--- config.mk ---
export PLATFORM = sky130hd
export DESIGN_NAME = mbinit_seq_param
export DESIGN_NICKNAME = d
export VERILOG_FILES = /design/src/rtl/mbinit_seq_param.sv
export SDC_FILE = /design/constraint.sdc
export NUM_CORES = 1
export LEC_CHECK = 0
export CAP_MARGIN = 0
export CORE_MARGIN = 8
export CORE_UTILIZATION = 50
export CTS_CLUSTER_SIZE = 30
export DETAILED_ROUTE_END_ITERATION = 8
export GPL_ROUTABILITY_DRIVEN = 0
export PLACE_DENSITY = 0.76
export RECOVER_POWER = 100
export SLEW_MARGIN = 5
export SYNTH_ARGS = -nofsm -noshare
export SYNTH_HDL_FRONTEND = slang
export SYNTH_SLANG_ARGS = --single-unit
--- constraint.sdc ---
create_clock -name clk_100MHz -period 6 [get_ports clk_100MHz]
set_input_delay 0.6 -clock clk_100MHz [delete_from_list [all_inputs] [get_ports clk_100MHz]]
set_output_delay 0.6 -clock clk_100MHz [all_outputs]
set_load 0.02 [all_outputs]
--- src/rtl/mbinit_seq_param.sv ---
// Mainband-initialisation sequencer: sideband handshake, lane test, half-width repair
// and a saturating per-state timeout. Outputs are registered from the next state.
module mbinit_seq_param #(
    parameter int unsigned NUM_LANES   = 16,
    parameter int unsigned TIMEOUT_CYC = 800000,
    parameter bit          REPAIR_EN   = 1'b1
) (
    input  logic                 clk_100MHz,
    input  logic                 reset,
    input  logic                 enable_i,
    output logic [7:0]           tx_msg_o,
    output logic [NUM_LANES-1:0] tx_data_o,
    output logic                 tx_valid_o,
    input  logic                 tx_ready_i,
    input  logic [7:0]           rx_msg_i,
    input  logic [NUM_LANES-1:0] rx_data_i,
    input  logic                 rx_valid_i,
    output logic                 rx_ready_o,
    output logic                 lane_test_start_o,
    input  logic                 lane_test_done_i,
    input  logic [NUM_LANES-1:0] lane_fail_i,
    output logic [NUM_LANES-1:0] active_lanes_o,
    output logic                 mbinit_done_o,
    output logic                 mbinit_error_o
);

    localparam int unsigned HALF  = NUM_LANES / 2;
    localparam int unsigned CNT_W = $clog2(TIMEOUT_CYC + 1);

    localparam logic [CNT_W-1:0]     CNT_LAST   = CNT_W'(TIMEOUT_CYC - 1);
    localparam logic [CNT_W-1:0]     CNT_SAT    = CNT_W'(TIMEOUT_CYC);
    localparam logic [NUM_LANES-1:0] ALL_ONES   = '1;
    localparam logic [NUM_LANES-1:0] LOWER_MASK = {{HALF{1'b0}}, {HALF{1'b1}}};
    localparam logic [NUM_LANES-1:0] UPPER_MASK = {{HALF{1'b1}}, {HALF{1'b0}}};

    localparam logic [7:0] PARAM_REQ  = 8'h01;
    localparam logic [7:0] PARAM_RSP  = 8'h02;
    localparam logic [7:0] CAL_REQ    = 8'h03;
    localparam logic [7:0] CAL_RSP    = 8'h04;
    localparam logic [7:0] RESULT_REQ = 8'h05;
    localparam logic [7:0] RESULT_RSP = 8'h06;
    localparam logic [7:0] APPLY_REQ  = 8'h07;
    localparam logic [7:0] APPLY_RSP  = 8'h08;

    typedef enum logic [3:0] {
        IDLE, PARAM_TX, PARAM_WAIT, CAL_TX, CAL_WAIT, TEST_RUN,
        RESULT_TX, RESULT_WAIT, APPLY_TX, APPLY_WAIT, DONE, ERROR
    } state_t;

    state_t               state_q, state_d;
    logic [CNT_W-1:0]     cnt_q, cnt_d;
    logic [NUM_LANES-1:0] local_fail_q, local_fail_d;
    logic [NUM_LANES-1:0] cand_q, cand_d;
    logic [NUM_LANES-1:0] active_q, active_d;
    logic [7:0]           tx_msg_q, tx_msg_d;
    logic [NUM_LANES-1:0] tx_data_q, tx_data_d;
    logic                 tx_valid_q, tx_valid_d;
    logic                 rx_ready_q, rx_ready_d;
    logic                 start_q, start_d;
    logic                 done_q, done_d;
    logic                 error_q, error_d;
    logic [NUM_LANES-1:0] good;
    logic                 rx_hit;
    logic                 timed;

    // Next-state, latched vectors and next-cycle output values
    always_comb begin
        state_d      = state_q;
        local_fail_d = local_fail_q;
        cand_d       = cand_q;
        active_d     = active_q;
        tx_msg_d     = 8'h00;
        tx_data_d    = '0;
        tx_valid_d   = 1'b0;
        rx_ready_d   = 1'b0;
        start_d      = 1'b0;
        done_d       = 1'b0;
        error_d      = 1'b0;
        good         = ~local_fail_q & rx_data_i;
        rx_hit       = rx_valid_i && rx_ready_q;
        timed        = !(state_q inside {IDLE, DONE, ERROR});

        if (!enable_i) begin
            state_d = IDLE;
        end else begin
            unique case (state_q)
                IDLE:        state_d = PARAM_TX;
                PARAM_TX:    if (tx_ready_i) state_d = PARAM_WAIT;
                PARAM_WAIT:  if (rx_hit && rx_msg_i == PARAM_RSP) state_d = CAL_TX;
                CAL_TX:      if (tx_ready_i) state_d = CAL_WAIT;
                CAL_WAIT:    if (rx_hit && rx_msg_i == CAL_RSP) state_d = TEST_RUN;
                TEST_RUN: begin
                    if (lane_test_done_i) begin
                        local_fail_d = lane_fail_i;
                        state_d      = RESULT_TX;
                    end
                end
                RESULT_TX:   if (tx_ready_i) state_d = RESULT_WAIT;
                RESULT_WAIT: begin
                    if (rx_hit && rx_msg_i == RESULT_RSP) begin
                        if (good == ALL_ONES) begin
                            cand_d  = ALL_ONES;
                            state_d = APPLY_TX;
                        end else if (REPAIR_EN && good[HALF-1:0] == LOWER_MASK[HALF-1:0]) begin
                            cand_d  = LOWER_MASK;
                            state_d = APPLY_TX;
                        end else if (REPAIR_EN && good[NUM_LANES-1:HALF] == UPPER_MASK[NUM_LANES-1:HALF]) begin
                            cand_d  = UPPER_MASK;
                            state_d = APPLY_TX;
                        end else begin
                            state_d = ERROR;
                        end
                    end
                end
                APPLY_TX:    if (tx_ready_i) state_d = APPLY_WAIT;
                APPLY_WAIT: begin
                    if (rx_hit && rx_msg_i == APPLY_RSP) begin
                        if (rx_data_i == cand_q) begin
                            active_d = cand_q;
                            state_d  = DONE;
                        end else begin
                            state_d = ERROR;
                        end
                    end
                end
                DONE:        state_d = DONE;
                ERROR:       state_d = ERROR;
                default:     state_d = ERROR;
            endcase

            // An advancing handshake on the expiry edge takes priority over the timeout
            if (timed && state_d == state_q && cnt_q == CNT_LAST) state_d = ERROR;
        end

        cnt_d = (state_d != state_q) ? '0 :
                (cnt_q == CNT_SAT)   ? cnt_q : cnt_q + CNT_W'(1);

        unique case (state_d)
            IDLE: begin
                active_d     = '0;
                cand_d       = '0;
                local_fail_d = '0;
            end
            PARAM_TX: begin
                tx_valid_d = 1'b1;
                tx_msg_d   = PARAM_REQ;
                tx_data_d  = ALL_ONES;
            end
            CAL_TX: begin
                tx_valid_d = 1'b1;
                tx_msg_d   = CAL_REQ;
                tx_data_d  = ALL_ONES;
            end
            RESULT_TX: begin
                tx_valid_d = 1'b1;
                tx_msg_d   = RESULT_REQ;
                tx_data_d  = ~local_fail_d;
            end
            APPLY_TX: begin
                tx_valid_d = 1'b1;
                tx_msg_d   = APPLY_REQ;
                tx_data_d  = cand_d;
            end
            PARAM_WAIT, CAL_WAIT, RESULT_WAIT, APPLY_WAIT: rx_ready_d = 1'b1;
            TEST_RUN:    start_d = (state_q != TEST_RUN);
            DONE:        done_d  = 1'b1;
            ERROR:       error_d = 1'b1;
            default:     error_d = 1'b1;
        endcase
    end

    always_ff @(posedge clk_100MHz or negedge reset) begin
        if (!reset) begin
            state_q      <= IDLE;
            cnt_q        <= '0;
            local_fail_q <= '0;
            cand_q       <= '0;
            active_q     <= '0;
            tx_msg_q     <= 8'h00;
            tx_data_q    <= '0;
            tx_valid_q   <= 1'b0;
            rx_ready_q   <= 1'b0;
            start_q      <= 1'b0;
            done_q       <= 1'b0;
            error_q      <= 1'b0;
        end else begin
            state_q      <= state_d;
            cnt_q        <= cnt_d;
            local_fail_q <= local_fail_d;
            cand_q       <= cand_d;
            active_q     <= active_d;
            tx_msg_q     <= tx_msg_d;
            tx_data_q    <= tx_data_d;
            tx_valid_q   <= tx_valid_d;
            rx_ready_q   <= rx_ready_d;
            start_q      <= start_d;
            done_q       <= done_d;
            error_q      <= error_d;
        end
    end

    assign tx_msg_o          = tx_msg_q;
    assign tx_data_o         = tx_data_q;
    assign tx_valid_o        = tx_valid_q;
    assign rx_ready_o        = rx_ready_q;
    assign lane_test_start_o = start_q;
    assign active_lanes_o    = active_q;
    assign mbinit_done_o     = done_q;
    assign mbinit_error_o    = error_q;

endmodule

==> run metrics <==
status finished with violations; failing checks max-capacitance violations, max-slew violations; RSZ-0062 raised after global routing no; leading cell type in the layout, fill and taps excluded dfrtp_1; Residual DRC 0; FP Rows 37; Hold WC Path Type reg2reg; first-pass GRT wire length 21.46 mm; Worst-Margin Slew 2199 ps; total track usage 20.30%; Yosys warnings 0; Area growth, synth to finish 19.85%; Setup crit start kind primary input; die area 13640 um^2; final setup vio count 0; Pwr Density 217.8 nW/um^2; CTS root buffer clkbuf_8; Final period util 68.44%; Peak Freq 243.5 MHz; Slew Limit Headroom -46.60%; max-slew violations 77; vias in the first global route 4253; Worst R2R Setup Slack 2630 ps; htree depth 3; clock tree from TritonCTS built; Synth Flop Type dfrtp_1; Crit Path Category in2reg; HPWL Detailed 10.04 mm; ant diodes 0; DR vias 4248; hold_buf cts 0; LEAKAGE 2.738 nW; Power Total 0.001326 W; synthesized cell area 5081 um^2; Core Region 10090 um^2; Fin Setup TNS 0 ps; clock skew 17.51 ps; die height 116.8 um; layout cell share with drive strength beyond 1 5.863%; Total Wirelength 13.47 mm; post_cts resized 0; EDFF count, synth 0; CP max FO 34; largest net degree at the start of global routing 56; post-synthesis sequential area ratio 46.79%; DR vias/cell 5.795; initial antenna violation count 0; crit path DAT 4300 ps; die span in x 116.8 um; Hold Vio Cnt, Final 0; Post-CTS Setup Bufs 0; max-cap violation count 2; Req. time, crit path 6190 ps; synthesized area per cell 9.715 um^2; clk_lat worst skew 380 ps; Clock transition at path regs 90 ps; Tmin final 4107 ps; #FFs+latches synth 95; Synth async-reset ratio 100.0%; most frequent cells in the layout dfrtp_1, nand2_1, clkdlybuf4s50_1, dlygate4sd3_1, nor2_1; buffers added on ports 85; Max Buffers Root-to-Sink 2; nets 640; clk sinks 95; CTS buffer count 9; initial drt markers 372; Initial Utilization 50.35%; DR pass1 iterations 5; DR WL/cell 18.37 um; DRT antenna net count 0; CP endpoint kind flip-flop; Synth Instances 523; Overflow after GRT 0; Yosys cell types 59; Peak supply drop 0.1167 mV; IO Count 91
==> worst paths after layout <==
| path | depth (start not counted) | start | endpoint |
|---|---|---|---|
| setup / recovery | 7 | enable_i | active_lanes_o[0] |
| hold / removal | 2 | active_lanes_o[1] | active_lanes_o[1] |
| setup reg to reg | 7 | state_q[0] | tx_data_o[1] |
| hold reg to reg | 2 | active_lanes_o[1] | active_lanes_o[1] |
| max in group asynchronous | 2 | reset | cnt_q[4] |
| min in group asynchronous | 1 | reset | tx_data_o[8] |
==> synthesized netlist by cell type, drive strengths merged (2+ instances only) <==
cell type,n,area (um^2)
a21oi,23,122.6
or2,5,31.28
xor2,7,61.31
a221o,16,171.4
o21a,3,22.52
nor4,8,65.06
o21ai,6,33.78
a31oi,5,46.29
nand3,14,75.07
inv,8,30.03
buf,17,127.6
a22oi,3,22.52
a2111oi,2,36.29
a21o,3,22.52
and3,7,43.79
nand2b,2,12.51
nor3b,2,15.01
ha,2,25.02
and4b,2,20.02
dfrtp,95,2377
nand4,12,75.07
nor2b,7,43.79
nand4b,4,35.03
nor2,36,135.1
xnor2,27,236.5
and4,3,26.28
nor3,25,130.1
or3,2,12.51
o221ai,2,17.52
clkbuf,18,67.56
mux2i,33,330.3
nor4b,5,43.79
nand2,86,322.8
and2,19,118.9
or4,2,18.77
==> flip-flops by register name, indices dropped and copies added, names as in the netlist <==
name,count
cand_q,16
tx_msg_o,2
mbinit_done_o,1
cnt_q,20
tx_data_o,16
tx_valid_o,1
state_q,4
rx_ready_o,1
active_lanes_o,16
local_fail_q,16
lane_test_start_o,1
mbinit_error_o,1
==> logic make-up after synthesis <==
kind of cell / Yosys count / synth area share [%]
buffers and inverters: 43 / 4.432
xor gates and xnor gates: 34 / 5.861
muxes: 33 / 6.501
AOI/OAI and AO/OA: 71 / 11.20
and+or+nand+nor: 244 / 24.65
adders and majority gates: 2 / 0.4924
other: 1 / 0.07380
DFF: 95 / 46.79
==> worst max-delay path, cell delays in order <==
cell and delay (ps):
dlygate4sd3_1 1120, inv_1 270, clkbuf_1 660, nor3_1 360, clkbuf_1 900, mux2i_1 290
nor2_1 60
==> power by group <==
group	internal (W)	switching [W]	leakage, nW	total, W
sequential	0.000662	0.0000194	1.30	0.000682
combinational	0.0000977	0.000132	1.35	0.000230
clock	0.000163	0.000252	0.0931	0.000415
==> through the flow <==
stage          instances  util [%]  hold slack [ps]  setup WS (ps)  area (um^2)
2_1_floorplan        527         -            304.4           3176         5096
3_3_place_gp         717     58.95            502.6           2297         5949
3_5_place_dp         717     58.95            515.2           2179         5949
4_1_cts              733     60.89            202.0           2565         6145
5_1_grt              733     60.34            558.1           1629         6090
6_report             733     60.34            525.0           1893         6090
==> area by class of cell <==
class	count	area, um^2
Tap cell	136	170.2
Multi-Input combinational cell	389	2450
Clock buffer	9	123.9
Fill cell	900	4003
Sequential cell	95	2377
Timing Repair Buffer	89	867.1
Clock inverter	7	71.32
Inverter	8	30.03
==> metal layers <==
metal / share of wire [%] / vias to the layer above / GRT usage, %
met2: 49 / 194 / 34.09
met4: 2.6 / 0 / 8.874
met5: 0 / - / 0
met3: 7.8 / 31 / 3.848
met1: 41 / 2048 / 25.03
li1: - / 1975 / -
(Power assumes the default switching activity.)
